### src/rtl/bp_be_issue_ctrl_pkg.sv
// Shared constants and types for the backend issue controller and its scoreboard.
package bp_be_issue_ctrl_pkg;

  localparam int unsigned fe_queue_width_lp = 128;
  localparam int unsigned fifo_els_lp       = 8;
  localparam int unsigned reg_addr_width_lp = 5;
  localparam int unsigned sb_els_lp         = 32;
  localparam int unsigned x0_idx_lp         = 0;

  typedef logic [fe_queue_width_lp-1:0] dispatch_pkt_t;

  // A counter has to hold every value from zero up to and including els.
  function automatic int unsigned cnt_width(input int unsigned els);
    return $clog2(els + 1);
  endfunction

endpackage

### src/rtl/bp_be_scoreboard.sv
// Register busy bits: set on issue, cleared on writeback, wiped on flush.
// The x0 bit is never set and always reads as idle.
module bp_be_scoreboard
  import bp_be_issue_ctrl_pkg::*;
#(
  parameter int unsigned reg_els_p        = sb_els_lp,
  parameter int unsigned reg_addr_width_p = reg_addr_width_lp
) (
  input  logic                        clk_i,
  input  logic                        reset_i,
  input  logic                        set_v_i,
  input  logic [reg_addr_width_p-1:0] set_addr_i,
  input  logic                        clr_v_i,
  input  logic [reg_addr_width_p-1:0] clr_addr_i,
  input  logic                        flush_i,
  input  logic [reg_addr_width_p-1:0] rs1_addr_i,
  input  logic [reg_addr_width_p-1:0] rs2_addr_i,
  output logic                        rs1_busy_o,
  output logic                        rs2_busy_o
);

  localparam logic [reg_addr_width_p-1:0] x0_addr_lp = reg_addr_width_p'(x0_idx_lp);

  logic [reg_els_p-1:0] sb_q, sb_d;

  // Clear is applied before set so a same-cycle issue to the written register stays busy.
  always_comb begin
    sb_d = sb_q;
    if (clr_v_i) begin
      sb_d[clr_addr_i] = 1'b0;
    end
    if (set_v_i && (set_addr_i != x0_addr_lp)) begin
      sb_d[set_addr_i] = 1'b1;
    end
    if (flush_i) begin
      sb_d = '0;
    end
    sb_d[x0_idx_lp] = 1'b0;
  end

  always_ff @(posedge clk_i or negedge reset_i) begin
    if (!reset_i) begin
      sb_q <= '0;
    end else begin
      sb_q <= sb_d;
    end
  end

  assign rs1_busy_o = (rs1_addr_i != x0_addr_lp) & sb_q[rs1_addr_i];
  assign rs2_busy_o = (rs2_addr_i != x0_addr_lp) & sb_q[rs2_addr_i];

endmodule

### src/rtl/bp_be_issue_ctrl.sv
// Backend issue controller: hazard-checked issue from the FE queue head into a
// registered dispatch slot, plus FE queue deq/roll/clr generation.
module bp_be_issue_ctrl
  import bp_be_issue_ctrl_pkg::*;
#(
  parameter int unsigned fe_queue_width_p = fe_queue_width_lp,
  parameter int unsigned fifo_els_p       = fifo_els_lp,
  parameter int unsigned reg_addr_width_p = reg_addr_width_lp,
  parameter int unsigned reg_els_p        = sb_els_lp
) (
  input  logic                        clk_i,
  input  logic                        reset_i,
  input  logic [fe_queue_width_p-1:0] fe_queue_i,
  input  logic                        fe_queue_v_i,
  output logic                        fe_queue_yumi_o,
  input  logic [reg_addr_width_p-1:0] rs1_addr_i,
  input  logic [reg_addr_width_p-1:0] rs2_addr_i,
  input  logic                        rs1_v_i,
  input  logic                        rs2_v_i,
  input  logic [reg_addr_width_p-1:0] rd_addr_i,
  input  logic                        rd_w_v_i,
  output logic                        deq_v_o,
  output logic                        roll_v_o,
  output logic                        clr_v_o,
  input  logic                        commit_v_i,
  input  logic                        flush_v_i,
  input  logic                        redirect_v_i,
  input  logic                        wb_v_i,
  input  logic [reg_addr_width_p-1:0] wb_addr_i,
  output logic [fe_queue_width_p-1:0] dispatch_pkt_o,
  output logic                        dispatch_v_o,
  input  logic                        dispatch_yumi_i
);

  localparam int unsigned cnt_w_lp = cnt_width(fifo_els_p);
  localparam logic [cnt_w_lp-1:0] max_inflight_lp = cnt_w_lp'(fifo_els_p);

  logic [reg_addr_width_p-1:0] rs1_q, rs2_q;
  logic [cnt_w_lp-1:0]         inflight_q, inflight_d;
  logic                        dispatch_v_q, dispatch_v_d;
  logic [fe_queue_width_p-1:0] dispatch_pkt_q, dispatch_pkt_d;
  logic                        rs1_busy, rs2_busy, hazard, slot_free, issue;

  bp_be_scoreboard #(
    .reg_els_p       (reg_els_p),
    .reg_addr_width_p(reg_addr_width_p)
  ) u_sb (
    .clk_i     (clk_i),
    .reset_i   (reset_i),
    .set_v_i   (issue & rd_w_v_i),
    .set_addr_i(rd_addr_i),
    .clr_v_i   (wb_v_i),
    .clr_addr_i(wb_addr_i),
    .flush_i   (flush_v_i),
    .rs1_addr_i(rs1_q),
    .rs2_addr_i(rs2_q),
    .rs1_busy_o(rs1_busy),
    .rs2_busy_o(rs2_busy)
  );

  // Every combinational output is gated by reset so nothing leaks out while it is held.
  assign hazard    = rs1_busy | rs2_busy;
  assign slot_free = ~dispatch_v_q | dispatch_yumi_i;
  assign issue     = reset_i & fe_queue_v_i & ~hazard & slot_free
                   & (inflight_q < max_inflight_lp) & ~flush_v_i & ~redirect_v_i;

  assign fe_queue_yumi_o = issue;
  assign deq_v_o         = reset_i & commit_v_i & (inflight_q != '0);
  assign roll_v_o        = reset_i & flush_v_i;
  assign clr_v_o         = reset_i & redirect_v_i;
  assign dispatch_v_o    = dispatch_v_q;
  assign dispatch_pkt_o  = dispatch_pkt_q;

  always_comb begin
    inflight_d     = inflight_q;
    dispatch_v_d   = dispatch_v_q;
    dispatch_pkt_d = dispatch_pkt_q;
    if (flush_v_i) begin
      inflight_d = '0;
    end else if (issue && !deq_v_o && (inflight_q != max_inflight_lp)) begin
      inflight_d = inflight_q + 1'b1;
    end else if (!issue && deq_v_o) begin
      inflight_d = inflight_q - 1'b1;
    end
    if (flush_v_i) begin
      dispatch_v_d = 1'b0;
    end else if (issue) begin
      dispatch_v_d   = 1'b1;
      dispatch_pkt_d = fe_queue_i;
    end else if (dispatch_yumi_i) begin
      dispatch_v_d = 1'b0;
    end
  end

  always_ff @(posedge clk_i or negedge reset_i) begin
    if (!reset_i) begin
      rs1_q          <= '0;
      rs2_q          <= '0;
      inflight_q     <= '0;
      dispatch_v_q   <= 1'b0;
      dispatch_pkt_q <= '0;
    end else begin
      if (rs1_v_i) rs1_q <= rs1_addr_i;
      if (rs2_v_i) rs2_q <= rs2_addr_i;
      inflight_q     <= inflight_d;
      dispatch_v_q   <= dispatch_v_d;
      dispatch_pkt_q <= dispatch_pkt_d;
    end
  end

  // A commit with nothing in flight means the backend and queue disagree.
  always_ff @(posedge clk_i) begin
    if (reset_i && commit_v_i) begin
      assert (inflight_q != '0);
    end
  end

endmodule

### config.mk
export PLATFORM = sky130hd
export DESIGN_NAME = bp_be_issue_ctrl
export DESIGN_NICKNAME = d
export VERILOG_FILES = /design/src/rtl/bp_be_issue_ctrl_pkg.sv /design/src/rtl/bp_be_scoreboard.sv /design/src/rtl/bp_be_issue_ctrl.sv
export SDC_FILE = /design/constraint.sdc
export NUM_CORES = 1
export LEC_CHECK = 0
export BUFFER_PORTS_ARGS = -buffer_cell sky130_fd_sc_hd__buf_4
export CAP_MARGIN = 15
export CORE_MARGIN = 10
export CORE_UTILIZATION = 49
export DETAILED_ROUTE_END_ITERATION = 7
export HOLD_SLACK_MARGIN = 0.06
export PLACE_DENSITY = 0.8
export RECOVER_POWER = 25
export SETUP_SLACK_MARGIN = 0.2
export SKIP_LAST_GASP = 1
export SLEW_MARGIN = 10
export SYNTH_ARGS = -nofsm -noshare
export SYNTH_HDL_FRONTEND = slang
export SYNTH_SLANG_ARGS = --single-unit
### constraint.sdc
create_clock -name clk_i -period 4.7 [get_ports clk_i]
set_clock_uncertainty 0.15 [all_clocks]
set_input_delay 0.94 -clock clk_i [delete_from_list [all_inputs] [get_ports clk_i]]
set_output_delay 0.94 -clock clk_i [all_outputs]
set_load 0.05 [all_outputs]
; ---- Word-level counts from Yosys, hierarchy flattened
; Index checks and enable logic that the tools add are counted.
[word_totals]
ff_bits = 174
latch_bits = 0
ramBits = 0
mem_bits_ro = 0
inputBits = 159
out_inout_bits = 133
elab_cells = 70
memories = 0
[classes]
addsub = 2
mul = 0
div = 0
order_cmp = 7
n_eq_ne = 1
n_shift = 0
mux = 17
n_bitwise = 22
reduce_logical = 15
[ops]
columns = op, count
row1 = $mux 32, 3
row2 = $and 32x32->32, 1
row3 = $not 32->32, 1
row4 = $or 32x32->32, 1
row5 = $lt 5x6->1 const B, 4
row6 = $reduce_bool 5->1, 3
row7 = $and 1x1->1, 13
row8 = $mux 4, 3
row9 = $bmux 1 s5, 2
row10 = $demux 1 s5, 2
row11 = $ge 5x1->1 const B, 2
row12 = $mux 1, 7
row13 = $logic_and 1x1->1, 6
row14 = $reduce_bool 3->1, 2
row15 = $add 4x1->4 const B, 1
row16 = $lt 4x4->1 const B, 1
row17 = $ne 4x4->1 const B, 1
row18 = $not 1->1, 4
row19 = $reduce_bool 4->1, 1
row20 = $sub 4x1->4 const B, 1
row21 = $logic_not 1->1, 2
row22 = $or 1x1->1, 2
row23 = $reduce_and 2->1, 1

; ---- Longest topological paths before layout
[depth]
word_depth = 15
ltp_mapped = 13

; ---- By module
; Synthesis repeated with hierarchy kept, for this count alone.
[hier_totals]
cells_unflattened = 830
area_unflattened_um2 = 7597.3
[modules_own_cells]
columns = mod, instances, cells_each, area_per_inst_um2, seq_area_each_um2
row1 = bp_be_issue_ctrl, 1, 606, 5552.8, 3578.4
row2 = bp_be_scoreboard, 1, 224, 2044.5, 775.7

; ---- Least setup slack after synthesis
; OpenSTA, ideal clock, no wires.
[synth_path]
path_kind = register to output
startpoint = register rs1_q[0]
endpoint = output port fe_queue_yumi_o
arrival_ps = 2740
t_required_ps = 3610
setup_slack_ps = 870
stages_incl_launch_ff = 11
cell_sequence = dfrtp_1 buf_6 mux2_1 o311ai_0 nor3_1 or4_4 or3_1 buf_2 buf_4 buf_2 inv_1
[synth_via]
elab_chain_cells = 10
[synth_rtl]
columns = element, line
row1 = start: declaration, bp_be_issue_ctrl.sv:38  ; logic [reg_addr_width_p-1:0] rs1_q, rs2_q;
row2 = start signal: assignment, bp_be_issue_ctrl.sv:103  ; if (rs1_v_i) rs1_q <= rs1_addr_i;
row3 = $bmux 1 s5, bp_be_scoreboard.sv:49  ; assign rs1_busy_o = (rs1_addr_i != x0_addr_lp) & sb_q[rs1_addr_i];
row4 = $mux 1 (not written as such), bp_be_scoreboard.sv:49
row5 = $and 1x1->1 *, bp_be_scoreboard.sv:49
row6 = $or 1x1->1 *, bp_be_issue_ctrl.sv:62  ; assign hazard = rs1_busy | rs2_busy;
row7 = $not 1->1 *, bp_be_issue_ctrl.sv:64  ; assign issue = reset_i & fe_queue_v_i & ~hazard & slot_free
row8 = $and 1x1->1 * (2 in series), bp_be_issue_ctrl.sv:64
row9 = $and 1x1->1 * (3 in series), bp_be_issue_ctrl.sv:65  ; & (inflight_q < max_inflight_lp) & ~flush_v_i & ~redirect_v_i;
row10 = end: declaration, bp_be_issue_ctrl.sv:15  ; output logic fe_queue_yumi_o,
; Every way passes the cells marked *; elsewhere a longest branch is shown, timed or not. The select of a mux whose other input is x is not followed.

; ---- Worst setup path in the final report
; Same ends and word-level chain as after synthesis.

==> flow_summary.ini <==
[yosys]
synthMuxAreaShare_pct = 25.2
yosysWarnings = 0
synth-edff-count = 0
synth_top_area_cell = dfrtp_1
synthDistinctLibCells = 46
synth-simple-area-share_pct = 9.75
synth_cells = 573
yosys-top-cells-count = 174 x dfrtp_1, 145 x mux2_2, 33 x o21ai_0
yosysTopAreaCellShare_pct = 56.5
synthXorXnorAreaFrac_pct = 0.114
ys_ff_latch = 174
synth_area_leaders = dfrtp_1 57%, mux2_2 21%, mux4_2 2.6%
synth_top_family_by_area = multiplexers
yosysMostFrequentCell = dfrtp_1
synth_fa_ha_area_share_pct = 0.585
async_reset_ff_share_pct = 100
yosys_most_used_dff = dfrtp_1
synth_compound_area_share_pct = 5.04
syn_area_um2 = 7700
syn_nets = 735
avgSynthCellArea_um2 = 13.4
ys_seq_area_share_pct = 56.5

[timing]
setup_violations = 0
fin_setup_tns_ns = 0
hold_viol = 0
fmax_mhz = 236
worstMarginPinSlew_ns = 0.881
timing.slew.headroom_pct = 41.2
rsz0062_at_grt = false
period_minus_slack_ns = 4.25
fin_crit_sh_pct = 90.3
report.final.slew_viol_count = 0
hold_slack_ns = 0.356

[finish]
fin_nets = 1020
fin_util_pct = 68.9
syn_to_final_growth_pct = 37.1
drive_gt1_share_pct = 55.6
n_fill_cell = 1149
diodes = 0

[cts]
cts-root-buf = clkbuf_16
clockBufferDepth = 2
cts_tree = done
cts_resized = 0
cts_hold_buf = 0
path_clk_slew_ns = 0.06
clk_latency_ns = 0.42
cts.sinks = 174
cts_post_setup_buffers_inserted = 0
numCtsBuffers = 17
ctsHtreeMaxLevel = 4

[global_route]
grt_pass1_wl_mm = 36.4
grt_pass1_vias = 6293
overflow = 0
antenna_found_initial = 0
grt_start_max_net_pins = 91
track_usage_pct = 21.7

[floorplan]
rows = 45
ioPinCount = 292
fp.dieH_um = 145
start_util_pct = 50.3
die_w_um = 145
die_area_um2 = 21100
design.core.area_um2 = 15300

[worst_setup_path]
crit_path_cell_trace = mux2_1, o311ai_0, nor3_1, or4_4, or3_4, inv_1, buf_4
cp_data_arrival_time_ns = 3.16
endpoint_kind = output pin
cp_num_buf_inv = 2
cpMaxStageDelayCell = dfrtp_2
cp-start-kind = flip-flop
slowest_delay_ns = 0.59
crit_family = simple AND/OR/NAND/NOR gates
critPathKind = flip-flop to output pin
cp.required_ns = 3.61
cp_max_fo = 25

[route]
drtPass1Iterations = 6
via_per_inst = 5.30
final_antenna_net_count = 0
wire_per_inst_um = 21.4
drc = 0
via_count = 5729
routed_wl_mm = 23.2
drtIter0Drc = 353

[place]
hpwl_mm = 18.2
place.gp.congestion = 0.931
io_buffers = 291

[power_and_ir_drop]
p_leak_nw = 4.97
ir_drop_mv = 0.470
power.total_w = 0.00657
powerDensity_nw_per_um2 = 623

[flow_run]
maxCapViolCount = 0

[run_status]
status = finished, final reports clean

[worst_hold_path]
hold_path.class = flip-flop to flip-flop
-- layout make-up --
cell class,count,area [um^2],share of cell area (%)
Inverter,6,22.5,0.213
Clock inverter,9,111,1.05
Sequential cell,174,4360,41.3
Multi-Input combinational cell,362,3140,29.7
Timing Repair Buffer,297,2200,20.8
Tap cell,211,264,2.50
Clock buffer,22,464,4.40
-- report_power, final --
group,switching [W],total [W],internal [W]
logic,0.00204,0.00300,0.000964
registers,0.000260,0.00219,0.00193
clock network,0.000566,0.00138,0.000810
total,0.00287,0.00657,0.00371
-- worst paths after layout --
kind                                                  end  depth (start not counted)  slack (ns)                           start
min in group asynchronous         u_sb.sb_q[24]$_DFF_PN0_                          2        0.80                         reset_i
max in group asynchronous  dispatch_pkt_o[78]$_DFFE_PN0P_                          3        2.30                         reset_i
min                        dispatch_pkt_o[88]$_DFFE_PN0P_                          1        0.36  dispatch_pkt_o[88]$_DFFE_PN0P_
max reg2reg                     inflight_q[3]$_DFFE_PN0P_                         12        0.91            rs1_q[0]$_DFFE_PN0P_
min reg2reg                dispatch_pkt_o[88]$_DFFE_PN0P_                          1        0.36  dispatch_pkt_o[88]$_DFFE_PN0P_
max                                       fe_queue_yumi_o                          7        0.45            rs1_q[0]$_DFFE_PN0P_
-- kinds of logic after synthesis --
family	Yosys count
buffers and inverters	37
multiplexers	164
XOR/XNOR	1
flip-flops	174
adder cells (fa/ha/maj)	3
AND/OR/NAND/NOR	129
AO/OA/AOI/OAI	65
-- metal layers --
metal	GRT usage, %	vias to the layer above	share of wire [%]	wire, um
li1	-	2624	-	-
met1	24.0	2831	37	8580
met2	38.0	246	52	12100
met3	8.07	28	8.9	2060
met4	6.88	0	1.9	435
met5	0	-	0	0
-- stage by stage --
step	cell area (um^2)	cells	setup slack [ns]
finish	10600	1081	0.454
global route	10600	1081	0.322
CTS	10600	1081	0.241
detailed placement	10000	1050	0.710
global placement	10000	1050	0.761
floorplan	7700	573	0.870
-- flip-flops by register name (all words and copies together), names as in the netlist --
name,flops
rs1_q,5
dispatch_v_o,1
dispatch_pkt_o,128
inflight_q,4
rs2_q,5
u_sb.sb_q,31
-- layout by cell type, fill, tap and decap left out, drive strengths merged, types with 6 or more instances in the layout --
cell,Yosys,layout
buf,22,286
dfrtp,174,174
mux2,148,148
o21ai,49,49
clkbuf,9,33
nand2,28,28
nor2b,21,21
nand3b,18,18
nor2,10,10
mux4,9,9
nor3,8,8
nand2b,8,8
nand3,8,8
mux2i,7,7
inv,6,7
nor3b,6,6
Power figures use the tool's default switching activity.
